<file path="config.mk">
export PLATFORM = sky130hd
export DESIGN_NAME = hangy_input_conditioner_flat
export DESIGN_NICKNAME = d
export VERILOG_FILES = /design/src/rtl/hangy_input_conditioner_if.sv /design/src/rtl/hangy_input_conditioner.sv /design/src/flat_wrapper.sv
export SDC_FILE = /design/constraint.sdc
export NUM_CORES = 1
export LEC_CHECK = 0
export CAP_MARGIN = 10
export CORE_ASPECT_RATIO = 1.2
export CORE_MARGIN = 2
export CORE_UTILIZATION = 56
export CTS_CLUSTER_SIZE = 40
export DETAILED_ROUTE_END_ITERATION = 16
export GPL_TIMING_DRIVEN = 1
export PLACE_DENSITY = 0.84
export SLEW_MARGIN = 20
export SYNTH_ARGS = -nofsm -noshare
export SYNTH_HDL_FRONTEND = slang
export SYNTH_SLANG_ARGS = --single-unit
</file>
<file path="constraint.sdc">
create_clock -name clk -period 4.5 [get_ports clk]
set_input_delay 0.9 -clock clk [delete_from_list [all_inputs] [get_ports clk]]
set_output_delay 0.9 -clock clk [all_outputs]
set_load 0.01 [all_outputs]
</file>
<file path="src/rtl/hangy_input_conditioner_if.sv">
// Bus from the input conditioner to the hangman game core: {next, char[4:0]}
// plus status flags. The conditioner drives it through the master modport.
interface hangy_input_conditioner_if;
   logic [5:0] chip_input;
   logic       char_err;
   logic       btn_level;

   modport master (output chip_input, output char_err, output btn_level);
   modport slave  (input  chip_input, input  char_err, input  btn_level);
endinterface

</file>
<file path="src/rtl/hangy_input_conditioner.sv">
// Synchronises and debounces the board button and letter switches, producing a one-cycle
// "next" pulse with the captured letter. Optional auto-repeat: define HANGY_INPUT_REPEAT_EN.
module hangy_input_conditioner #(
   parameter int DEBOUNCE_CYCLES = 16,
   parameter int CNT_W           = 8,
   parameter int MAX_CHAR        = 25,
   parameter int REPEAT_CYCLES   = 200
) (
   input  logic                       clk,
   input  logic                       reset,
   input  logic                       btn_raw,
   input  logic [4:0]                 char_raw,
   hangy_input_conditioner_if.master  core_bus
);

   localparam logic [1:0] IDLE      = 2'd0;
   localparam logic [1:0] WAIT_HIGH = 2'd1;
   localparam logic [1:0] PRESSED   = 2'd2;
   localparam logic [1:0] WAIT_LOW  = 2'd3;

   localparam logic [CNT_W-1:0] DEB_LAST = CNT_W'(DEBOUNCE_CYCLES - 1);
`ifdef HANGY_INPUT_REPEAT_EN
   localparam logic [CNT_W-1:0] REP_LAST = CNT_W'(REPEAT_CYCLES - 1);
`endif

   if (DEBOUNCE_CYCLES < 1 || DEBOUNCE_CYCLES > (2 ** CNT_W) - 1) begin : g_bad_debounce
      $error("DEBOUNCE_CYCLES out of range for CNT_W");
   end
   if (REPEAT_CYCLES < 1 || REPEAT_CYCLES > (2 ** CNT_W) - 1) begin : g_bad_repeat
      $error("REPEAT_CYCLES out of range for CNT_W");
   end
   if (MAX_CHAR < 0 || MAX_CHAR > 31) begin : g_bad_max_char
      $error("MAX_CHAR must fit the 5-bit letter code");
   end

   logic             btn_m, btn_s;
   logic [4:0]       char_m, char_s;
   logic [1:0]       state, state_nxt;
   logic [CNT_W-1:0] cnt, cnt_nxt;
   logic             accept;
   logic             char_ok;
   logic [5:0]       chip_input;
   logic             char_err;
   logic             btn_level;

   assign char_ok = (char_s <= 5'(MAX_CHAR));

   // Counter is cleared on every state change so it never needs to wrap.
   always_comb begin
      state_nxt = state;
      cnt_nxt   = cnt;
      accept    = 1'b0;
      case (state)
         IDLE: begin
            if (btn_s) begin
               state_nxt = WAIT_HIGH;
               cnt_nxt   = '0;
            end
         end
         WAIT_HIGH: begin
            if (!btn_s) begin
               state_nxt = IDLE;
               cnt_nxt   = '0;
            end else if (cnt == DEB_LAST) begin
               state_nxt = PRESSED;
               cnt_nxt   = '0;
               accept    = 1'b1;
            end else begin
               cnt_nxt = cnt + 1'b1;
            end
         end
         PRESSED: begin
            if (!btn_s) begin
               state_nxt = WAIT_LOW;
               cnt_nxt   = '0;
            end
`ifdef HANGY_INPUT_REPEAT_EN
            else if (cnt == REP_LAST) begin
               cnt_nxt = '0;
               accept  = 1'b1;
            end else begin
               cnt_nxt = cnt + 1'b1;
            end
`endif
         end
         WAIT_LOW: begin
            if (btn_s) begin
               state_nxt = PRESSED;
               cnt_nxt   = '0;
            end else if (cnt == DEB_LAST) begin
               state_nxt = IDLE;
               cnt_nxt   = '0;
            end else begin
               cnt_nxt = cnt + 1'b1;
            end
         end
         default: begin
            state_nxt = IDLE;
            cnt_nxt   = '0;
         end
      endcase
   end

   always_ff @(posedge clk or posedge reset) begin
      if (reset) begin
         btn_m      <= 1'b0;
         btn_s      <= 1'b0;
         char_m     <= '0;
         char_s     <= '0;
         state      <= IDLE;
         cnt        <= '0;
         chip_input <= '0;
         char_err   <= 1'b0;
         btn_level  <= 1'b0;
      end else begin
         btn_m     <= btn_raw;
         btn_s     <= btn_m;
         char_m    <= char_raw;
         char_s    <= char_m;
         state     <= state_nxt;
         cnt       <= cnt_nxt;
         btn_level <= (state_nxt == PRESSED) || (state_nxt == WAIT_LOW);
         chip_input[5] <= accept && char_ok;
         if (accept && char_ok) begin
            chip_input[4:0] <= char_s;
         end
         if (accept) begin
            char_err <= !char_ok;
         end
      end
   end

   assign core_bus.chip_input = chip_input;
   assign core_bus.char_err   = char_err;
   assign core_bus.btn_level  = btn_level;

endmodule
</file>
<file path="src/flat_wrapper.sv">
// flat-port wrapper written by rule: the top's interface ports become plain ports
module hangy_input_conditioner_flat 
#(
   parameter int DEBOUNCE_CYCLES = 16,
   parameter int CNT_W           = 8,
   parameter int MAX_CHAR        = 25,
   parameter int REPEAT_CYCLES   = 200
)
  (clk, reset, btn_raw, char_raw, core_bus_chip_input, core_bus_char_err, core_bus_btn_level);
  hangy_input_conditioner_if core_bus_i ();
  input  logic clk;
  input  logic reset;
  input  logic btn_raw;
  input  logic [4:0] char_raw;
  output wire logic [$bits(core_bus_i.chip_input)-1:0] core_bus_chip_input;
  output wire logic [$bits(core_bus_i.char_err)-1:0] core_bus_char_err;
  output wire logic [$bits(core_bus_i.btn_level)-1:0] core_bus_btn_level;
  assign core_bus_chip_input = core_bus_i.chip_input;
  assign core_bus_char_err = core_bus_i.char_err;
  assign core_bus_btn_level = core_bus_i.btn_level;
  hangy_input_conditioner #(.DEBOUNCE_CYCLES(DEBOUNCE_CYCLES), .CNT_W(CNT_W), .MAX_CHAR(MAX_CHAR), .REPEAT_CYCLES(REPEAT_CYCLES)) u_core (.clk(clk), .reset(reset), .btn_raw(btn_raw), .char_raw(char_raw), .core_bus(core_bus_i));
endmodule
</file>
==> results by stage, run 1 <==
Timing:
- Setup repair after global routing left no endpoint under its margin.
- The worst max-slew margin expressed relative to the limit is 61.25%.
- For this run, the top clock speed supported by timing is 458.7 MHz.
- The minimum clock period after layout is 2.180 ns.
- The number of hold violations in the final report came to 0.
- At the pin with the least slew margin, the transition time is 0.5804 ns.
- Adding up every negative setup slack in the final design gives 0 ns.
- The total count of max-transition violations in the final report was 0.
- The setup slack of the critical path after layout is 2.320 ns.
- Setup violations remaining at the end of the flow were counted as 0.
- The period utilization is 48.45%.
- Between clock sinks in the finished design, the worst skew comes to 0.01022 ns.

Cells and area:
- The filler cells instantiated in the layout total 141.
- The proportion of layout cells with a drive suffix above 1 is 20.54%.
- At the end of the flow, the number of nets in the layout was 120.
- The area added between synthesis and finish is 23.99%.
- 0 antenna diodes ended up in the layout.

Logic synthesis:
- The distinct cell type count after synthesis is 30.
- Ranked by total cell area, the synthesized netlist is headed by sky130_fd_sc_hd__dfrtp_1, sky130_fd_sc_hd__mux2_4, sky130_fd_sc_hd__mux2_2, sky130_fd_sc_hd__nand3_1, sky130_fd_sc_hd__nand2_1.
- The post-synthesis instance area is 1210 sq um.
- The proportion of netlist area held by the largest area contributor is 62.05%.
- When the netlist entered floorplanning its net count stood at 100.
- In this run the mean area of a mapped cell was 13.30 sq um.
- The largest area contributor in the netlist is sky130_fd_sc_hd__dfrtp_1.
- The number of synthesis warnings is 0.
- Sequential elements use 62.05% of the synthesized area.
- The number of standard cells after synthesis is 91.
- The post-synthesis register bit count is 30.

Drt:
- The wire length per cell is 13.75 um.
- The sum of routed wire segments on met1 is 821 um.
- The via total after detailed routing is 752.
- The number of design-rule violations left by the first detailed-router iteration is 9.
- The sum of routed wire length over all layers is 1952 um.
- The first detailed-routing pass ran for 3 iterations.
- Using the TritonRoute via totals, the vias-per-cell ratio works out to 5.296.
- Signal routing reaches up to met4.
- For this run, design rule violations remaining after detail routing come to 0.
- The routed length on met3 is 83 um.
- The number of nets still failing antenna checks after routing is 0.
- The sum of met2 wire segment lengths after detailed routing is 1004 um.

Power:
- The cell internal power dissipation is 0.0004750 W.
- The total power divided by cell area is 389.0 nW/um^2.
- The total leakage power is 0.6878 nW.
- Across the VDD grid, the largest voltage drop is 0.0003276 V.
- The power share of the combinational group is 3.9%.
- The power share of the clock group is 47.8%.
- In this run the power spent charging and discharging nets is 0.0001086 W.
- The register share of total power is 48.3%.
- Net switching is 18.61% of the power.

Critical path:
- Along the worst path, the maximum fanout reaches 2.
- The kind of critical path is reg -> out.
- The nature of the critical path startpoint is a register.
- The largest delay contributor family on the critical path is buffers and inverters.
- The category of the worst setup path capture point is a primary output.
- The data required time of the worst path is 3.60 ns.
- The largest individual stage delay along the critical path comes from the cell sky130_fd_sc_hd__clkdlybuf4s50_1.
- Counting both buffers and inverters, the worst setup path holds a total of 1.
- The critical path goes through clkdlybuf4s50_1.
- The critical path arrival is 1.28 ns.
- The delay of the slowest critical-path stage is 0.57 ns.

Clocking:
- The worst-skew pair later-pin latency is 0.33 ns.
- Counting the buffers created by CTS gives 5.
- TritonCTS built the clock tree.
- The maximum number of buffers from clock root to sink is 2.
- After clock tree synthesis, the clock-pin slew on the worst setup and hold paths is 0.10 ns.
- In this run the number of H-tree levels came out at 2.
- In this run the clock root is driven by a sky130_fd_sc_hd__clkbuf_4.
- After clock tree synthesis, the setup repair step added 0 buffers.
- The number of sinks on the clock net is 30.
- The number of instances resized during post-cts repair is 0.
- The quantity of hold-fixing buffers added after cts is 0.

Run status:
- The run finished with clean final reports.

Floorplanning:
- In this run the horizontal extent of the chip is 46.43 um.
- The total area inside the core boundary comes to 2049 sq um.
- The initial standard-cell utilization of the core is 59.04%.
- The number of placement rows is 18.
- The die outline area is 2550 sq um.
- In this run the vertical extent of the chip is 54.92 um.
- The I/O pin count is 16.

Global route:
- The total global routing overflow is 0.
- The overall global routing resource usage is 19.23%.
- The wire length of the first global-routing pass is 3284 um.
- Entering global routing, the biggest net connects 31 pins.
- The via count of the first global-routing pass is 743.
- The number of antenna violations at the first check in global routing is 0.

Place:
- Port buffering added 15 buffers.
- Detailed placement finished with a half-perimeter wire length of 1414 um.
- Before CTS, the worst setup slack after placement is 2.292 ns.
- At the end of routability-driven placement, the weighted congestion stood at 0.7525.

Worst hold path:
- The worst hold path belongs to the class reg -> reg.

Flow run:
- Max-cap violations in this run came to 0.
[worst reg2reg max path: cells and delay by family (launching register included)]
| family | cells | cell delay [ns] |
|---|---|---|
| and+or+nand+nor | 3 | 0.93 |
| DFF | 1 | 0.49 |
| muxes | 1 | 0.31 |
[registers in the layout (all words and copies together) (netlist names)]
register / cells
u_core.btn_s: 1
u_core.core_bus.char_err: 1
u_core.char_m: 5
u_core.core_bus.btn_level: 1
u_core.state: 2
u_core.btn_m: 1
u_core.cnt: 8
u_core.core_bus.chip_input: 6
u_core.char_s: 5
[per-stage QoR]
step	instances	util [%]	hold WS, ns	total power, W	instance area [sq um]
2_1_floorplan	91	-	0.3312	0.0003000	1210
3_3_place_gp	134	67.77	0.3325	0.0003085	1389
3_5_place_dp	134	67.77	0.3355	0.0003106	1389
4_1_cts	142	73.20	0.3569	0.0005883	1500
5_1_grt	142	73.20	0.3667	0.0006034	1500
6_report	142	73.20	0.3562	0.0005836	1500
[synthesized netlist by cell type]
library cell / count
sky130_fd_sc_hd__nand3_1: 5
sky130_fd_sc_hd__nand3b_1: 1
sky130_fd_sc_hd__nor2b_1: 1
sky130_fd_sc_hd__a31oi_1: 3
sky130_fd_sc_hd__a211oi_4: 1
sky130_fd_sc_hd__clkbuf_1: 1
sky130_fd_sc_hd__a41oi_1: 2
sky130_fd_sc_hd__xnor2_1: 1
sky130_fd_sc_hd__nor2_8: 1
sky130_fd_sc_hd__nand2_1: 6
sky130_fd_sc_hd__buf_2: 1
sky130_fd_sc_hd__and3_1: 2
sky130_fd_sc_hd__o21ba_2: 2
sky130_fd_sc_hd__nand2b_1: 1
sky130_fd_sc_hd__mux2_2: 3
sky130_fd_sc_hd__inv_1: 4
sky130_fd_sc_hd__nand4_1: 1
sky130_fd_sc_hd__nor4_4: 1
sky130_fd_sc_hd__ha_1: 1
sky130_fd_sc_hd__nor3_1: 1
sky130_fd_sc_hd__and3_2: 2
sky130_fd_sc_hd__xor2_1: 2
sky130_fd_sc_hd__nand4b_1: 1
sky130_fd_sc_hd__o211a_1: 1
sky130_fd_sc_hd__o21ai_0: 4
sky130_fd_sc_hd__dfrtp_1: 30
sky130_fd_sc_hd__a21oi_1: 3
sky130_fd_sc_hd__mux2_4: 3
sky130_fd_sc_hd__nand4_4: 1
sky130_fd_sc_hd__nor2_1: 5
[power groups by stage]
stage | combinational (W) | clock (W) | sequential (W)
3_3_place_gp | 0.0000219 | 0 | 0.000287
5_1_grt | 0.0000262 | 0.000294 | 0.000283
6_report | 0.0000230 | 0.000279 | 0.000282
2_1_floorplan | 0.0000150 | 0 | 0.000285
3_5_place_dp | 0.0000233 | 0 | 0.000287
4_1_cts | 0.0000233 | 0.000283 | 0.000282
[logic make-up (layout without fill, tap and decap cells)]
| family | Yosys count | in the layout | share of synthesized area (%) |
|---|---|---|---|
| and+or+nand+nor | 29 | 29 | 16.24 |
| adders and majority gates | 1 | 1 | 1.034 |
| muxes | 6 | 6 | 6.515 |
| xor gates and xnor gates | 3 | 3 | 2.172 |
| AOI/OAI and AO/OA | 16 | 16 | 10.03 |
| buffers and inverters | 6 | 27 | 1.964 |
| DFF | 30 | 30 | 62.05 |
[final cells by class]
type | instances | area [sq um] | area share (%)
multi-input cells | 55 | 435.4 | 29.02
inverters | 4 | 15.01 | 1.001
well taps | 30 | 37.54 | 2.502
repair buffers | 15 | 150.1 | 10.01
clock buffers | 6 | 51.30 | 3.420
clock inverters | 2 | 60.06 | 4.003
flip-flops and latches | 30 | 750.7 | 50.04
[path summary, 6_finish.rpt]
path	endpoint	cells past startpoint	slack (ns)	start
setup / recovery	core_bus_chip_input[2]	1	2.32	u_core.core_bus.chip_input[2]$_DFFE_PP0P_
hold / removal	u_core.char_s[4]$_DFF_PP0_	0	0.36	u_core.char_m[4]$_DFF_PP0_
setup reg to reg	u_core.core_bus.chip_input[1]$_DFFE_PP0P_	4	2.67	u_core.cnt[4]$_DFFE_PP0P_
hold reg to reg	u_core.char_s[4]$_DFF_PP0_	0	0.36	u_core.char_m[4]$_DFF_PP0_
max in group asynchronous	u_core.cnt[7]$_DFFE_PP0P_	2	3.17	reset
min in group asynchronous	u_core.core_bus.chip_input[1]$_DFFE_PP0P_	2	0.94	reset
[layer usage]
| layer | track usage [%] | up-vias |
|---|---|---|
| li1 | - | 362 |
| met1 | 21.91 | 370 |
| met2 | 30.79 | 14 |
| met3 | 8.117 | 6 |
| met4 | 9.524 | 0 |
| met5 | 0 | - |
[cell usage in the layout, fill, tap and decap left out, types with 2 or more instances in the layout]
master and n:
sky130_fd_sc_hd__xor2_1 2, sky130_fd_sc_hd__a31oi_1 3, sky130_fd_sc_hd__clkbuf_4 5, sky130_fd_sc_hd__mux2_4 3, sky130_fd_sc_hd__nand2_1 6, sky130_fd_sc_hd__nand3_1 5
sky130_fd_sc_hd__and3_1 2, sky130_fd_sc_hd__dfrtp_1 30, sky130_fd_sc_hd__inv_1 3, sky130_fd_sc_hd__bufinv_16 2, sky130_fd_sc_hd__o21ba_2 2, sky130_fd_sc_hd__clkdlybuf4s50_1 15
sky130_fd_sc_hd__a21oi_1 3, sky130_fd_sc_hd__nor2_1 5, sky130_fd_sc_hd__mux2_2 3, sky130_fd_sc_hd__a41oi_1 2, sky130_fd_sc_hd__and3_2 2, sky130_fd_sc_hd__o21ai_0 4
Power figures use the tool's default switching activity.
==> run 2: changes to the inputs <==
- CORE_UTILIZATION: 56 -> 47
- PLACE_DENSITY: 0.84 -> 0.75
- clock period: 4.5 -> 1.87 ns (I/O delays scaled with it)
==> run 2 against run 1 <==
Effect of this change:
- worst setup slack got worse by 2.2 ns
- cell count increased by 4.9%
- cell area decreased by 1.4%
- power grew 83%
- register-to-register slack got worse by 2.5 ns
- non-clock buffer count is 5 higher
- utilization is 14 points lower
- worst hold slack got worse by 0.0013 ns
- clock-buffer cell count is 1 lower
- sequential power rose by 140%
- largest power group unchanged
- highest routed layer unchanged
==> results by stage, run 2 (same netlist as run 1, synthesis figures left out) <==
Timing:
- The total count of max-transition violations in the final report is 0.
- In this run the tightest slew margin relative to its limit is 62.55%.
- The maximum clock rate is 582.4 MHz.
- The transition time at the pin with the least slew margin is 0.5577 ns.
- Setup violations remaining at the end of the flow were counted as 0.
- Counting I/O delays and the setup requirement, the final critical path takes 1.717 ns.
- Summed over all failing endpoints, the final setup total negative slack is 0 ns.
- The number of hold violations in the final report is 0.
- The clock skew is 0.005802 ns.
- After layout, the worst path uses 91.81% of the clock period.

Floorplanning:
- The die span in x is 50.32 um.
- The floorplan step set the die height to 59.58 um.
- The number of placement rows is 20.
- The initial standard-cell utilization of the core is 48.35%.
- The die outline area is 2998 sq um.
- The area inside the core boundary is 2502 sq um.
- The I/O pin count is 16.

Drt:
- The sum of routed wire length over all layers is 1817 um.
- The number of nets still failing antenna checks after routing is 0.
- For this block, the initial DRC count from the detailed router was 5.
- For this run, design rule violations remaining after detail routing come to 0.
- The wire length per cell is 12.19 um.
- The detailed-routing iteration count for the pre-antenna-repair pass is 4.
- The routed layout has 739 vias.
- The vias per cell is 4.960.

Critical path:
- STA classifies the critical path startpoint as a register.
- The worst setup path is captured at a register.
- The top fanout value on the critical path is 8.
- Data on the critical path is required at its endpoint by 2.11 ns.
- The critical path arrival is 1.96 ns.
- The kind of critical path is reg -> reg.
- The worst reg2reg path depth is 6.

Power:
- For this design the ratio of total power to cell area is 723.1 nW/um^2.
- The total leakage power is 0.6856 nW.
- The overall power after layout is 0.001069 W.
- VDD sags by at most 0.0004791 V.

Cells and area:
- The sequential cells in the finished layout cover a total of 750.7 sq um.
- The largest registers in the layout are u_core.cnt x8, u_core.core_bus.chip_input x6.
- The flip-flop count of the largest register after layout is 8.
- The combined area of the multi-input logic cells is 436.7 sq um.
- The number of nets at the end of the flow is 125.
- The proportion of layout cells with a drive suffix above 1 is 23.28%.
- In the layout the commonest cells are sky130_fd_sc_hd__dfrtp_1, sky130_fd_sc_hd__clkdlybuf4s50_1, sky130_fd_sc_hd__nand2_1.
- The layout filler cell count is 230.
- The most common library cell in the layout ignoring fill and taps is sky130_fd_sc_hd__dfrtp_1.
- The final cell utilization of the core is 59.10%.
- The total inserted antenna cells is 0.
- More flip-flops sit in one register than any other, and that register is u_core.cnt.
- From synthesis to final layout, the design area changed by 22.23%.

Run status:
- The run finished with clean final reports.

Clocking:
- The clock root buffer master is sky130_fd_sc_hd__clkbuf_4.
- The CTS tree is built.
- At the later pin of the worst-skew pair, clock insertion delay measures 0.32 ns.
- CTS saw 30 sinks.
- The clock-pin slew of the registers on the worst-case setup and hold paths is 0.09 ns.
- CTS built an H-tree with a depth of 2.
- The number of buffers created by CTS is 5.
- Counting along the longest clock path gives a buffer depth of 2.

Global route:
- The via count of the first global-routing pass is 728.
- Entering global routing, the biggest net connects 31 pins.
- The wire length of the first global-routing pass is 3256 um.
- The number of antenna violations at the first check in global routing is 0.
- The overall global routing resource usage is 15.25%.
- After global routing the overflow that remains totals 0.

Place:
- The congestion estimate from routability-driven global placement came to 0.7290.
- The count of buffers added on input and output ports is 15.
- The HPWL after detailed placement is 1303 um.

Worst hold path:
- Along the worst hold path, the cell count comes to 0.
- The type of the most critical hold path is reg -> reg.

Flow run:
- The number of maximum-capacitance constraint violations is 0.
-- run 2: cell types whose count changed in the layout (fill, tap and decap cells not counted), sizes merged --
cell | previous run | this run
bufinv | 2 | 0
clkinv | 0 | 2
buf | 0 | 5
clkbuf | 6 | 5
-- run 2: where the power goes --
group / internal, W / switching [W] / total, W / leakage (nW)
Combinational: 0.0000275 / 0.0000309 / 0.0000585 / 0.267
Clock: 0.000135 / 0.000198 / 0.000333 / 0.0308
Sequential: 0.000666 / 0.0000118 / 0.000678 / 0.388
-- run 2: final cells by class --
cell class / count / area share [%]
Clock inverter: 2 / 0.6768
Clock buffer: 5 / 2.538
Timing Repair Buffer: 20 / 12.69
Inverter: 4 / 1.015
Sequential cell: 30 / 50.76
Multi-Input combinational cell: 55 / 29.53
Tap cell: 33 / 2.792
-- run 2: worst max-delay path, stage by stage, from the launching register on --
cell and delay, ns:
sky130_fd_sc_hd__dfrtp_1 0.40, sky130_fd_sc_hd__ha_1 0.23, sky130_fd_sc_hd__and3_2 0.26, sky130_fd_sc_hd__a211oi_4 0.37, sky130_fd_sc_hd__buf_4 0.19, sky130_fd_sc_hd__a21oi_1 0.05
sky130_fd_sc_hd__o21ai_0 0.14
-- run 2: per-stage QoR --
stage | cell area [sq um] | hold WS [ns] | cells | setup WS [ns]
2_1_floorplan | 1210 | 0.3312 | 91 | 0.2072
3_3_place_gp | 1415 | 0.3318 | 140 | 0.1856
3_5_place_dp | 1415 | 0.3365 | 140 | 0.08362
4_1_cts | 1463 | 0.3598 | 147 | 0.07808
5_1_grt | 1479 | 0.3637 | 149 | -0.003836
6_report | 1479 | 0.3548 | 149 | 0.1531
-- run 2: worst paths after layout --
kind | startpoint | slack, ns | to
setup / recovery | u_core.cnt[0]$_DFFE_PP0P_ | 0.15 | u_core.cnt[7]$_DFFE_PP0P_
hold / removal | u_core.char_m[2]$_DFF_PP0_ | 0.35 | u_core.char_s[2]$_DFF_PP0_
setup reg to reg | u_core.cnt[0]$_DFFE_PP0P_ | 0.15 | u_core.cnt[7]$_DFFE_PP0P_
hold reg to reg | u_core.char_m[2]$_DFF_PP0_ | 0.35 | u_core.char_s[2]$_DFF_PP0_
max in group asynchronous | reset | 1.18 | u_core.cnt[1]$_DFFE_PP0P_
min in group asynchronous | reset | 0.42 | u_core.char_s[1]$_DFF_PP0_
-- run 2: layer usage --
layer	share of wire, %	global-route usage, %	up-vias	wire length (um)
met5	0	0	-	0
met4	2.4	9.653	0	44
met3	4.1	6.313	7	75
met2	50	21.80	21	911
met1	43	19.16	342	785
li1	-	-	369	-
-- run 2: timing repair --
| item | in CTS | in global routing |
|---|---|---|
| endpoints found under the setup margin | 0 | 6 |
| buffers inserted | 0 | 2 |
| gates resized for setup | 0 | 1 |
| hold buffers | 0 | 0 |
==> run 3: changes to the inputs <==
- GPL_TIMING_DRIVEN: 1 -> 0
==> run 3 against run 2 <==
Effect of this change:
- global-route usage is 0.80 points lower
- utilization grew 2.0 points
- die area is the same
- fmax is 0.36% lower
- cell area increased by 3.3%
- wire length grew 0.72%
- cell count is the same
- non-clock buffer count fell by 1
- critical endpoint is now u_core.state[1]$_DFF_PP0_
==> results by stage, run 3 (same netlist as run 1, synthesis figures left out) <==
Run status:
- The flow ran to the end, and the final reports show no timing, DRC or antenna violations.

Timing:
- The period utilization is 92.15%.
- The worst max-slew margin expressed relative to the limit is 60.47%.
- Setup repair after global routing left no endpoint under its margin.
- Derived from the worst setup path, the maximum achievable clock frequency is 580.3 MHz.
- The minimum clock period after layout is 1.723 ns.
- The setup-violating endpoint count in the final report is 0.
- The setup total negative slack is 0 ns.
- The number of hold violations in the final report is 0.
- The clock skew is 0.005657 ns.
- The transition time at the pin with the least slew margin is 0.5921 ns.
- The total count of max-transition violations in the final report came to 0.

Drt:
- The sum of routed wire length over all layers is 1830 um.
- For this run, design rule violations remaining after detail routing come to 0.
- After detailed routing, the number of vias per cell comes to 5.255.
- The first routing iteration left 19 violations.
- The detailed-routing iteration count for the pre-antenna-repair pass is 4.
- After detailed routing, the average wire length per cell comes to 12.28 um.
- The number of nets still failing antenna checks after routing is 0.
- The via total after detailed routing is 783.

Global route:
- The met3 layer usage reported by global route is 6.061%.
- The busiest metal layer after global routing is met2.
- The total global routing overflow is 0.
- The via count of the first global-routing pass is 734.
- The number of antenna violations at the first check in global routing is 0.
- The met2 track utilization from global routing is 21.62%.
- The overall global routing resource usage is 14.45%.
- Global routing consumed, on the met1 layer, 17.33% of the routing resources.
- The first global-routing pass estimated 3132 um of wire.
- The largest net degree at the start of global routing is 31.

Floorplanning:
- The floorplan step defined a die boundary enclosing 2998 sq um.
- The initial standard-cell utilization of the core is 48.35%.
- The die span in x is 50.32 um.
- The area inside the core boundary is 2502 sq um.
- The I/O pin count is 16.
- The floorplan step set the die height to 59.58 um.
- In this run the core area contains 20 standard-cell rows.

Place:
- Once placement completed, the tool counted placed cells totaling 139.
- In this run the tool buffered the top-level ports with 15 buffer cells.
- The congestion estimate from routability-driven global placement came to 0.7050.

Cells and area:
- The layout filler cell count is 204.
- The largest registers in the layout are u_core.cnt x8, u_core.core_bus.chip_input x6.
- The area added between synthesis and finish is 26.27%.
- The register with the most flip-flops in the layout has 8 of them.
- The finished layout holds 149 standard cells, fillers aside.
- In the layout the commonest cells are sky130_fd_sc_hd__dfrtp_1, sky130_fd_sc_hd__clkdlybuf4s50_1, sky130_fd_sc_hd__nand2_1.
- The total inserted antenna cells is 0.
- Summing all flip-flop and latch instances after layout gives 750.7 sq um.
- More flip-flops sit in one register than any other, and that register is u_core.cnt.
- The number of nets at the end of the flow is 124.
- The multi-input combinational cells in the finished layout cover a total of 435.4 sq um.
- Leaving out fill and tap cells, the most frequent cell in the layout is sky130_fd_sc_hd__dfrtp_1.
- The proportion of layout cells with a drive suffix above 1 is 22.41%.

Critical path:
- The kind of critical path is reg -> reg.
- For the worst setup path, the data required time is 2.09 ns.
- At the worst endpoint, the arrival time is 1.94 ns.
- The category of the worst setup path capture point is a register.
- The nature of the critical path startpoint is a register.
- The top fanout value on the critical path is 4.

Power:
- The total power divided by cell area is 921.4 nW/um^2.
- The analysis attributes to cell leakage a power of 0.7041 nW.
- Across the VDD grid, the largest voltage drop is 0.0007213 V.
- The internal power of the cells totals 0.001144 W.
- The power share of the combinational group is 4.2%.
- The register share of total power is 48.0%.
- The analysis attributes to net switching a power of 0.0002633 W.
- The clock network burns 47.9% of the power.
- The net switching share of the total power is 18.71%.

Flow run:
- The number of maximum-capacitance constraint violations is 0.

Clocking:
- Clock tree synthesis inserted a total of 5 buffers.
- CTS built an H-tree with a depth of 2.
- The maximum number of buffers from clock root to sink is 2.
- The cell sitting at the root of the clock tree is a sky130_fd_sc_hd__clkbuf_4.
- Gates resized during post-CTS repair numbered 0.
- TritonCTS built the clock tree.
- The number of sinks on the clock net is 30.
- The worst-skew pair later-pin latency is 0.33 ns.
- The clock-pin slew of the registers on the worst-case setup and hold paths is 0.09 ns.

Worst hold path:
- The type of the most critical hold path is reg -> reg.
[run 3: what timing repair did]
| item | CTS | global route |
|---|---|---|
| buffers inserted | 0 | 2 |
| hold buffers | 0 | 0 |
| endpoints found under the setup margin | 0 | 5 |
[run 3: power by group through the flow]
stage                     sequential, W  clock, W  combinational, W
after floorplan                0.000686         0         0.0000360
after global placement         0.000687         0         0.0000563
after detailed placement       0.000688         0         0.0000585
after CTS                      0.000675  0.000690         0.0000585
after global routing           0.000678  0.000719         0.0000663
final                          0.000675  0.000674         0.0000587
[run 3: layout make-up]
class | instances | area share, %
Sequential cell | 30 | 49.14
Multi-Input combinational cell | 55 | 28.50
Timing Repair Buffer | 17 | 10.81
Clock inverter | 2 | 3.931
Clock buffer | 6 | 3.358
Tap cell | 33 | 2.703
Inverter | 4 | 0.9828
Buffer | 2 | 0.5733
[run 3: critical path, stage by stage (launching register included)]
cell	delay, ns
sky130_fd_sc_hd__dfrtp_1	0.44
sky130_fd_sc_hd__nor4_4	0.43
sky130_fd_sc_hd__buf_4	0.20
sky130_fd_sc_hd__and3_2	0.21
sky130_fd_sc_hd__mux2_2	0.33
[run 3: metrics by stage]
step	cell area (sq um)	util, %	hold WS, ns	setup slack, ns	power, W
finish	1528	61.05	0.3591	0.1469	0.001408
global route	1528	61.05	0.3682	0.05240	0.001463
CTS	1513	60.45	0.3636	0.03792	0.001424
detailed placement	1401	56.00	0.3417	0.04967	0.0007469
global placement	1401	56.00	0.3335	0.08858	0.0007435
floorplan	1210	-	0.3312	0.2072	0.0007220
[run 3: final timing paths]
check,from,end,slack [ns],cells after the start
max,u_core.cnt[6]$_DFFE_PP0P_,u_core.state[1]$_DFF_PP0_,0.15,4
min,u_core.char_m[2]$_DFF_PP0_,u_core.char_s[2]$_DFF_PP0_,0.36,0
max reg2reg,u_core.cnt[6]$_DFFE_PP0P_,u_core.state[1]$_DFF_PP0_,0.15,4
min reg2reg,u_core.char_m[2]$_DFF_PP0_,u_core.char_s[2]$_DFF_PP0_,0.36,0
max in group asynchronous,reset,u_core.state[0]$_DFF_PP0_,1.05,2
min in group asynchronous,reset,u_core.core_bus.chip_input[2]$_DFFE_PP0P_,0.42,2
[run 3: layer usage]
metal / share of wire, % / wire length (um)
met5: 0 / 0
met3: 5.4 / 99
met4: 2.6 / 47
met1: 44 / 806
met2: 48 / 876
